File: config.mk
export PLATFORM = sky130hd
export DESIGN_NAME = instruction_fetch_queue
export DESIGN_NICKNAME = d
export VERILOG_FILES = /design/src/rtl/instruction_fetch_queue.sv
export SDC_FILE = /design/constraint.sdc
export NUM_CORES = 1
export LEC_CHECK = 0
export CAP_MARGIN = 15
export CORE_MARGIN = 2
export CORE_UTILIZATION = 50
export CTS_CLUSTER_DIAMETER = 60
export DETAILED_ROUTE_END_ITERATION = 8
export MAX_ROUTING_LAYER = met4
export PLACE_DENSITY = 0.76
export SLEW_MARGIN = 10
export SYNTH_ARGS = -nofsm -noshare
export SYNTH_HDL_FRONTEND = slang
export SYNTH_SLANG_ARGS = --single-unit
File: constraint.sdc
create_clock -name clk -period 3.7 [get_ports clk]
set_clock_uncertainty 0.05 [all_clocks]
set_input_delay 0.555 -clock clk [delete_from_list [all_inputs] [get_ports clk]]
set_output_delay 0.555 -clock clk [all_outputs]
set_load 0.02 [all_outputs]
File: src/rtl/instruction_fetch_queue.sv
// Instruction fetch stage: owns the PC, issues single-cycle-latency imem reads and buffers
// returned words with their PCs in a small prefetch queue drained over valid/ready.
module instruction_fetch_queue #(
    parameter int unsigned      DATA_W   = 32,
    parameter int unsigned      ADDR_W   = 32,
    parameter int unsigned      DEPTH    = 4,
    parameter logic [ADDR_W-1:0] RESET_PC = '0
) (
    input  logic                       clk,
    input  logic                       rst,
    input  logic                       in_pc_sel,
    input  logic [ADDR_W-1:0]          in_pc_jump,
    input  logic                       stop_debug,
    input  logic                       load_program,
    input  logic [ADDR_W-1:0]          prog_addr,
    input  logic [DATA_W-1:0]          prog_data,
    input  logic                       prog_we,
    output logic [ADDR_W-1:0]          imem_addr,
    output logic                       imem_re,
    output logic                       imem_we,
    output logic [DATA_W-1:0]          imem_wdata,
    input  logic [DATA_W-1:0]          imem_rdata,
    output logic                       out_valid,
    input  logic                       in_ready,
    output logic [DATA_W-1:0]          out_instruction,
    output logic [ADDR_W-1:0]          out_pc,
    output logic [$clog2(DEPTH):0]     out_count
);

    localparam int unsigned PtrW = $clog2(DEPTH);
    localparam int unsigned CntW = PtrW + 1;

    logic [ADDR_W-1:0] pc_q, pc_d;
    logic [ADDR_W-1:0] req_pc_q, req_pc_d;
    logic              inflight_q, inflight_d;
    logic [PtrW-1:0]   head_q, head_d;
    logic [PtrW-1:0]   tail_q, tail_d;
    logic [CntW-1:0]   count_q, count_d;

    logic [DATA_W-1:0] instr_mem_q [DEPTH];
    logic [ADDR_W-1:0] pc_mem_q    [DEPTH];

    logic          flush;
    logic          issue_ok;
    logic          push;
    logic          pop;
    logic          not_empty;
    logic [CntW:0] occupancy;

    // Credit check counts the in-flight read but not a same-cycle pop, so a push never overflows.
    assign occupancy = {1'b0, count_q} + (CntW + 1)'(inflight_q);
    assign not_empty = (count_q != '0);
    assign flush     = load_program | in_pc_sel;
    assign issue_ok  = !rst && !load_program && !stop_debug && !in_pc_sel &&
                       (occupancy < (CntW + 1)'(DEPTH));
    assign push      = inflight_q & !flush;
    assign out_valid = not_empty & !stop_debug;
    assign pop       = out_valid & in_ready & !flush;

    assign imem_addr       = load_program ? prog_addr : pc_q;
    assign imem_re         = issue_ok;
    assign imem_we         = load_program & prog_we & !rst;
    assign imem_wdata      = prog_data;
    assign out_count       = count_q;
    assign out_instruction = not_empty ? instr_mem_q[head_q] : '0;
    assign out_pc          = not_empty ? pc_mem_q[head_q] : '0;

    always_comb begin
        pc_d       = pc_q;
        req_pc_d   = req_pc_q;
        head_d     = head_q;
        tail_d     = tail_q;
        count_d    = count_q;
        inflight_d = issue_ok;

        if (issue_ok) begin
            req_pc_d = pc_q;
        end

        if (load_program) begin
            pc_d    = RESET_PC;
            head_d  = '0;
            tail_d  = '0;
            count_d = '0;
        end else if (in_pc_sel) begin
            pc_d    = in_pc_jump;
            head_d  = '0;
            tail_d  = '0;
            count_d = '0;
        end else begin
            if (issue_ok) begin
                pc_d = pc_q + ADDR_W'(1);
            end
            if (push) begin
                tail_d = tail_q + PtrW'(1);
            end
            if (pop) begin
                head_d = head_q + PtrW'(1);
            end
            unique case ({push, pop})
                2'b10:   count_d = count_q + CntW'(1);
                2'b01:   count_d = count_q - CntW'(1);
                default: count_d = count_q;
            endcase
        end
    end

    always_ff @(posedge clk) begin
        if (rst) begin
            pc_q       <= RESET_PC;
            req_pc_q   <= '0;
            inflight_q <= 1'b0;
            head_q     <= '0;
            tail_q     <= '0;
            count_q    <= '0;
        end else begin
            pc_q       <= pc_d;
            req_pc_q   <= req_pc_d;
            inflight_q <= inflight_d;
            head_q     <= head_d;
            tail_q     <= tail_d;
            count_q    <= count_d;
        end
    end

    // Storage needs no reset: entries are only visible while count is non-zero.
    always_ff @(posedge clk) begin
        if (push && !rst) begin
            instr_mem_q[tail_q] <= imem_rdata;
            pc_mem_q[tail_q]    <= req_pc_q;
        end
    end

endmodule

==> flow_metrics.py <==
metrics = {
    "run_status": {
        "status": "complete, no violations",
    },
    "synthesis": {
        "yosysSeqAreaShare_pct": 66.7,
        "yosys_warnings": 0,
        "ys_ff_latch": 330,
        "synth_edf_count": 256,
        "syn_inst": 916,
        "synth_fp_nets": 1058,
        "ys.flop_type": "edfxtp_1",
        "synthArstFlopShare_pct": 0,
        "syn_area_per_cell_um2": 15.0,
        "syn_area_um2": 13700,
        "synth_cell_types": 54,
    },
    "finish": {
        "final_util_pct": 64.3,
        "nets": 1240,
        "layoutNonFillerInstCount": 1463,
        "drive_above_1_share_pct": 17.1,
        "antennaDiodeCount": 0,
        "fillCellCount": 1973,
        "syn_to_final_growth_pct": 26.0,
    },
    "power_and_ir_drop": {
        "sw_frac_of_total_pct": 19.1,
        "p_leak_uw": 0.00539,
        "power_frac_comb_pct": 4.2,
        "p_int_uw": 6430,
        "pwr-share-seq_pct": 50.5,
        "power_frac_clock_pct": 45.3,
        "vdd_drop_max_mv": 0.310,
        "net-switching-power_uw": 1520,
        "p_per_area_nw_per_um2": 459,
    },
    "clocking": {
        "clk_pin_slew_worst_paths_ns": 0.06,
        "clock_sinks": 330,
        "clock_latency_ns": 0.50,
        "cts_inserted_buffers": 34,
        "cts_setup_buffers": 0,
        "holdBufCountCts": 0,
        "cts_tree": "built",
        "cts.path.max_buffers": 3,
        "cts-root-buf": "clkbuf_16",
        "cts-htree-levels": 2,
        "ctsResizeCount": 0,
    },
    "route": {
        "postRouteWirelength_um": 29700,
        "viasPerCell": 5.64,
        "wire_per_inst_um": 20.3,
        "via_count": 8246,
        "drt_iter0_drc": 751,
        "drc_errors": 0,
        "antenna_left": 0,
        "first_pass_iters": 5,
    },
    "worst_setup_path": {
        "cp_data_required_time_ns": 3.09,
        "cpLargestDelayFamily": "buffers and inverters",
        "startpoint_type": "register",
        "crit_chain": "buf_12 -> mux4_2 -> nor2b_1 -> clkdlybuf4s50_1",
        "critPathMaxFanout": 20,
        "r2r_end": "out_count[2]",
        "cp_slowest_cell": "dfxtp_4",
        "regToRegStartpoint": "out_count[0]",
        "critPathCaptureType": "primary output",
        "reg2regPathDepth": 9,
        "critPathBufInv": 2,
        "r2r_slack_ns": 1.15,
        "worstSetupPathType": "register to primary output",
        "critical_path_arrival_ns": 2.70,
        "max_stage_delay_ns": 0.63,
    },
    "floorplanning": {
        "die_area_um2": 28800,
        "die_width_um": 170,
        "die_h_um": 170,
        "core_um2": 27000,
        "rows": 60,
        "ios": 269,
        "start_util_pct": 51.0,
    },
    "grt": {
        "grt_pass1_wl_um": 46800,
        "overflow": 0,
        "antenna_found_initial": 0,
        "grtUsageTotal_pct": 21.7,
        "grt_pass1_vias": 8480,
        "grt_max_degree": 67,
    },
    "sta": {
        "rsz0062_at_grt": "no",
        "fmax_mhz": 303,
        "maxSlewViolCount": 0,
        "report.final.hold_viol_count": 0,
        "setup_viol": 0,
        "max_slew_margin_pct": 47.8,
        "fin_crit_ns": 3.30,
        "setup_tns_ns": 0,
        "timing.final.crit_share_pct": 89.3,
        "tightest_slew_ns": 0.777,
    },
    "place": {
        "port_buffers": 204,
        "gp_congestion": 0.837,
        "place_hpwl_um": 19800,
        "place_inst": 1403,
    },
    "hold_path": {
        "min_to": "req_pc_q[22]",
        "min_path_type": "register to register",
        "min_path_cells": 2,
        "min_from": "req_pc_q[22]",
    },
    "run": {
        "maxCapViolCount": 0,
    },
}
[power groups by stage]
stage	combinational, uW	sequential [uW]	clock (uW)
5_1_grt	358	4010	3820
4_1_cts	337	4010	3680
3_5_place_dp	334	4090	0
2_1_floorplan	188	4080	0
6_report	336	4010	3600
3_3_place_gp	331	4090	0
[worst register-to-register path, delay by kind of cell, from the launching register on]
kind                     cells  cell delay (ns)
AND/OR/NAND/NOR              3             0.80
buffers and inverters        2             0.26
XOR/XNOR                     1             0.16
flip-flops                   1             0.51
adder cells (fa/ha/maj)      2             0.56
AO/OA/AOI/OAI                1             0.14
[placed cells by master (no fill, tap or decap), drive strengths merged, types with 5 or more instances in the layout]
| cell type | instances |
|---|---|
| dfxtp | 74 |
| nor2b | 64 |
| nand3 | 20 |
| xnor2 | 8 |
| nor2 | 21 |
| ha | 6 |
| nor4 | 8 |
| clkbuf | 47 |
| o21ai | 18 |
| and3 | 15 |
| inv | 10 |
| nand2 | 90 |
| clkdlybuf4s50 | 203 |
| o22ai | 6 |
| mux4 | 64 |
| bufinv | 5 |
| edfxtp | 256 |
| a21oi | 62 |
| and4 | 7 |
| buf | 28 |
| mux2 | 31 |
| xor2 | 14 |
| nand4 | 13 |
| clkinv | 8 |
| nor3 | 11 |
[cells by family after synthesis]
family / share of synthesized area [%]
buffers and inverters: 3.59
AND/OR/NAND/NOR: 10.3
adder cells (fa/ha/maj): 0.692
AO/OA/AOI/OAI: 4.32
XOR/XNOR: 1.40
flip-flops: 66.7
multiplexers: 13.0
[worst max-delay path by stage]
stage | startpoint | end | slack [ns] | cells past startpoint
2_1_floorplan | in_pc_sel | instr_mem_q[0][0] | 0.47 | 3
3_3_place_gp | stop_debug | imem_re | 0.78 | 5
3_5_place_dp | stop_debug | imem_re | 0.78 | 5
4_1_cts | register | out_instruction[12] | 0.33 | 4
5_1_grt | register | out_instruction[23] | 0.23 | 4
6_report | register | out_pc[1] | 0.40 | 4
[cells in the mapped netlist, types with 3 or more instances]
cell / number / area, um2
clkbuf_1: 40 / 150
o21ai_0: 16 / 80.1
dfxtp_1: 74 / 1480
buf_2: 7 / 35.0
inv_1: 9 / 33.8
a21oi_1: 62 / 310
and4_1: 7 / 61.3
or4_1: 3 / 22.5
nand4_1: 13 / 81.3
and3_1: 15 / 93.8
mux2_2: 31 / 349
nor2_1: 21 / 78.8
nand2_1: 89 / 334
nand3_1: 19 / 95.1
or3_1: 4 / 25.0
o22ai_1: 6 / 37.5
nor4_1: 5 / 31.3
a31oi_1: 4 / 25.0
nor3_1: 10 / 50.1
xnor2_1: 8 / 70.1
buf_1: 5 / 18.8
nor2b_1: 64 / 400
ha_1: 6 / 75.1
buf_4: 32 / 240
edfxtp_1: 256 / 7690
nor4_2: 3 / 37.5
xor2_1: 14 / 123
mux4_2: 64 / 1440
[per-stage QoR]
| step | power (uW) | hold WS [ns] | area, um2 | worst slack [ns] |
|---|---|---|---|---|
| global route | 8190 | 0.473 | 17300 | 0.226 |
| detailed placement | 4420 | 0.441 | 16100 | 0.778 |
| finish | 7950 | 0.447 | 17300 | 0.397 |
| global placement | 4420 | 0.427 | 16100 | 0.775 |
| CTS | 8030 | 0.448 | 17300 | 0.331 |
| floorplan | 4260 | 0.406 | 13700 | 0.474 |
[flip-flops by register name, summed over array words and instances (netlist names), named ones only]
name,cells
pc_mem_q,128
pc_q,32
head_q,2
inflight_q,1
req_pc_q,32
instr_mem_q,128
out_count,3
tail_q,2
[layer usage]
| layer | global-route usage (%) | vias up | wire (um) |
|---|---|---|---|
| li1 | - | 3819 | - |
| met3 | 4.22 | 49 | 1920 |
| met5 | - | - | 0 |
| met1 | 28.7 | 4026 | 12500 |
| met4 | 5.87 | 0 | 581 |
| met2 | 34.7 | 352 | 14700 |
[area by class of cell]
class	instances	area [um2]	area share [%]
tap	341	427	2.46
timing repair buffer	231	2360	13.7
clock inverter	13	203	1.17
clock buffer	47	1000	5.80
inverter	10	37.5	0.217
multi-input combinational	491	4110	23.7
sequential	330	9180	53.0
(Power assumes the default switching activity.)
==> RTL change 1 (config.mk and constraints unchanged) <==
`ADDR_W`: 32 -> 64.
--- a/src/rtl/instruction_fetch_queue.sv
+++ b/src/rtl/instruction_fetch_queue.sv
@@ -2,7 +2,7 @@
 // returned words with their PCs in a small prefetch queue drained over valid/ready.
 module instruction_fetch_queue #(
     parameter int unsigned      DATA_W   = 32,
-    parameter int unsigned      ADDR_W   = 32,
+    parameter int unsigned      ADDR_W   = 64,
     parameter int unsigned      DEPTH    = 4,
     parameter logic [ADDR_W-1:0] RESET_PC = '0
 ) (
Ports: changed (resized imem_addr, in_pc_jump, out_pc and prog_addr); port bits go from 269 to 397. The function was not compared with the original's and may differ.
==> RTL change 1 against the unedited design <==
  * Total power up 53%
  * Synthesized area up 61%
  * Worst setup slack worse by 0.21 ns
  * Global-route usage up 4.4 points
  * Critical path type unchanged
  * Critical path depth unchanged
  * Sequential cell count up 192
  * Register-to-register slack worse by 0.51 ns
  * Wire length up 99%
  * Design area up 60%
  * Critical endpoint is now out_pc[2]
  * Sequential power up 57%
==> RTL change 1: results (changes against the unedited design) <==
worstPathMaxFanout: 19  # was 20
yosysSeqAreaShare: 0.648  # was 0.667
synth_area_leaders: "edfxtp_1 52%, dfxtp_1 13%, mux4_2 9.8%"  # was edfxtp_1 56%, dfxtp_1 11%, mux4_2 10%
htree_levels: 2  # unchanged
crit_arrival_ns: 2.90  # was 2.70 ns
clk_pin_slew_ns: 0.06  # about the same
first_pass_iters: 5  # unchanged
fin_tns_setup_ns: 0  # unchanged
grt_pass1_wl_um: 89400  # was 46800 um
cts_root_buf: "clkbuf_16"  # unchanged
power_leakage_nw: 8.59  # was 5.39 nW
antenna_found_initial: 2  # was 0
largestRegisters: "pc_mem_q x256, instr_mem_q x128"  # was instr_mem_q x128, pc_mem_q x128
gp_congestion: 0.937  # was 0.837
grt_max_degree: 67  # unchanged
syn-num-nets: 1803  # was 1058
drive_gt1_frac: 0.160  # was 0.171
ys_types: 58  # was 54
clockBufferDepth: 3  # unchanged
viasPerCell: 5.94  # was 5.64
synthTopCellsByCount: "384 x edfxtp_1, 184 x nand2_1, 138 x dfxtp_1, 116 x a21oi_1"  # was 256 x edfxtp_1, 89 x nand2_1, 74 x dfxtp_1, 64 x mux4_2, 64 x nor2b_1
insertion_delay_ns: 0.60  # was 0.50 ns
slew-limit-headroom: 0.400  # was 0.478
placed_area_um2: 26000  # was 16100 um2
numCtsBuffers: 52  # was 34
synthArstFlopShare: 0  # unchanged
track_usage: 0.261  # was 0.217
post_cts_buffers: 0  # unchanged
holdCritPathClass: "in2reg"  # was reg2reg
wl_per_cell_um: 23.5  # was 20.3 um
dr.first_iter.drc_count: 1441  # was 751
ir_drop_v: 0.000329  # was 0.000310 V
layout.nets: 2102  # was 1240
status: "complete, no violations"  # unchanged
synth_edf_count: 384  # was 256
nFillCells: 3231  # was 1973
yosysWarnings: 0  # unchanged
grt_pass1_vias: 14900  # was 8480
cts-resized-gates: 0  # unchanged
place.port_buffers: 332  # was 204
dpl.hpwl_um: 39000  # was 19800 um
==> RTL change 1: per-layer routing <==
layer / wire [um] / track usage / vias up
met5: 0 / - / -
met4: 1540 / 0.0898 / 0
met3: 4660 / 0.0413 / 116
met1: 24200 / 0.346 / 7467
met2: 28800 / 0.414 / 785
li1: - / - / 6622
==> RTL change 1: report_power, final <==
part	leakage [nW]	total, mW	switching (mW)	internal [mW]
clock	0.834	5.22	2.17	3.05
combinational	3.30	0.630	0.298	0.332
sequential	4.45	6.31	0.0580	6.26
total	8.59	12.2	2.52	9.64
==> RTL change 1: logic make-up after synthesis <==
logic type               Yosys count  synth area share
buffers and inverters            153            0.0319
flip-flops                       522             0.648
AND/OR/NAND/NOR                  515             0.121
AO/OA/AOI/OAI                    221            0.0576
adder cells (fa/ha/maj)            7           0.00431
XOR/XNOR                          22           0.00873
multiplexers                     157             0.129
==> RTL change 1: stage by stage <==
step | total power, mW | instances | worst slack [ns] | utilization
global route | 12.5 | 2524 | 0.0239 | 0.639
CTS | 12.2 | 2522 | 0.0998 | 0.639
detailed placement | 7.06 | 2427 | 0.366 | 0.600
finish | 12.2 | 2524 | 0.191 | 0.639
floorplan | 6.72 | 1597 | 0.735 | -
global placement | 7.05 | 2427 | 0.464 | 0.600
==> RTL change 1: worst max-delay path, cell delays in order, from the launching register on <==
cell and delay (ns):
dfxtp_4 0.63, buf_4 0.40, mux4_2 0.53, nor2b_1 0.15, clkdlybuf4s50_1 0.61
==> RTL change 1: path summary, 6_finish.rpt <==
check                            start                         to  slack [ns]  cells after the start
max                          flip-flop                  out_pc[2]        0.19                      4
min                          in_pc_sel     tail_q[1]$_SDFFE_PP0P_        0.37                      4
max reg2reg       pc_q[2]$_SDFFE_PP0P_      pc_q[29]$_SDFFE_PP0P_        0.64                      6
min reg2reg  req_pc_q[11]$_SDFFE_PP0P_  req_pc_q[11]$_SDFFE_PP0P_        0.45                      2
==> RTL change 1: final cells by class <==
cell class,instances,share of cell area
sequential,522,0.516
antenna,2,0.000180
clock inverter,25,0.00921
inverter,17,0.00230
timing repair buffer,381,0.139
tap,585,0.0264
multi-input combinational,922,0.256
clock buffer,70,0.0516
==> RTL change 2 (same settings) <==
Made on the original files. Register the output `out_count` once more, with the module's reset; this adds one clock of latency there. The other outputs are not delayed to match.
--- a/src/rtl/instruction_fetch_queue.sv
+++ b/src/rtl/instruction_fetch_queue.sv
@@ -61,7 +61,13 @@
     assign imem_re         = issue_ok;
     assign imem_we         = load_program & prog_we & !rst;
     assign imem_wdata      = prog_data;
-    assign out_count       = count_q;
+    always_ff @(posedge clk) begin
+        if (rst) begin
+            out_count <= '0;
+        end else begin
+            out_count <= count_q;
+        end
+    end
     assign out_instruction = not_empty ? instr_mem_q[head_q] : '0;
     assign out_pc          = not_empty ? pc_mem_q[head_q] : '0;
 
Formal check against the unedited RTL: not equivalent (a bounded check fails within 4 cycles, from zero or initial values and one cycle with rst high).
==> RTL change 2 against the unedited design <==
  * Synthesized area barely moved
  * Total power fell by 4.4%
  * Worst setup slack improved by 0.013 ns
  * Wire length fell by 3.1%
  * Sequential cell count rose by 3
  * Design area fell by 1.1%
  * Fmax rose by 0.41%
  * Clock power fell by 10%
  * Largest cell class unchanged
  * Largest power group unchanged
  * Highest routed layer unchanged
==> RTL change 2: results (changes against the unedited design) <==
status: "complete, no violations"  # unchanged
synth_compound_area_frac: 0.0499  # was 0.0432
synthAdderAreaFrac: 0.00691  # was 0.00692
final-clk-cell-share: 0.0623  # was 0.0697
multi_input_gates: 489  # was 491
seq_share: 0.539  # was 0.530
reg2regPathDepth: 7  # was 9
track_usage: 0.207  # was 0.217
nFillCells: 1981  # was 1973
syn_inst: 924  # was 916
synth.mux.area_fraction: 0.128  # was 0.130
num_vias: 8289  # was 8246
num-nonclk-buffers: 225  # was 231
place_ws_ns: 0.350  # was 0.778 ns
nNonClkInverters: 13  # was 10
rr_startpoint: "inflight_q$_SDFF_PP0_"  # was out_count[0]$_SDFFE_PP0P_
grt_max_degree: 66  # was 67
grt_pass1_vias: 8409  # was 8480
synth_area_leaders: "edfxtp_1 56%, dfxtp_1 11%, mux4_2 10%"  # unchanged
multi_input_area_um2: 4040  # was 4110 um2
dpl.hpwl_um: 19000  # was 19800 um
crit_arrival_ns: 2.68  # was 2.70 ns
whs_ns: 0.445  # was 0.447 ns
htree_levels: 1  # was 2
ir_drop_v: 0.000354  # was 0.000310 V
min_to: "req_pc_q[19]$_SDFFE_PP0P_"  # was req_pc_q[22]$_SDFFE_PP0P_
power_density_nw_per_um2: 443  # was 459 nW/um2
synthTopCellsByCount: "256 x edfxtp_1, 95 x nand2_1, 77 x dfxtp_1, 65 x nor2b_1, 64 x mux4_2"  # was 256 x edfxtp_1, 89 x nand2_1, 74 x dfxtp_1, 64 x mux4_2, 64 x nor2b_1
seq_cells: 333  # was 330
syn-num-nets: 1066  # was 1058
dr.first_iter.drc_count: 723  # was 751
viasPerCell: 5.68  # was 5.64
yosysSeqAreaShare: 0.671  # was 0.667
## RTL change 2: cell count changes after synthesis, moves of 5 or more
cell,unedited run,this run
a21oi_1,62,57
a31oi_1,4,11
and4_1,7,1
buf_1,5,10
nand2_1,89,95
nand4_1,13,8
nor3_1,10,5
o211ai_1,2,7
o21ai_0,16,9
or3_1,4,10
xor2_1,14,5
## RTL change 2: kinds of logic after synthesis
kind of cell	after synthesis
compound gates	114
xor+xnor	12
fa+ha+maj	7
buf+inv	102
flops	333
mux	93
simple gates	263
## RTL change 2: layer usage
layer  track usage  vias to the layer above  routed length, um  part of all wire
li1              -                     3831                  -                 -
met1         0.276                     4050              12100              0.42
met2         0.339                      355              14000              0.49
met3        0.0314                       53               2180             0.076
met4        0.0517                        0                514             0.018
met5             -                        -                  0                 0
## RTL change 2: power breakdown
| group | switching [mW] | internal (mW) | total, mW |
|---|---|---|---|
| logic | 0.143 | 0.182 | 0.325 |
| clock network | 1.34 | 1.90 | 3.24 |
| registers | 0.0264 | 4.01 | 4.04 |
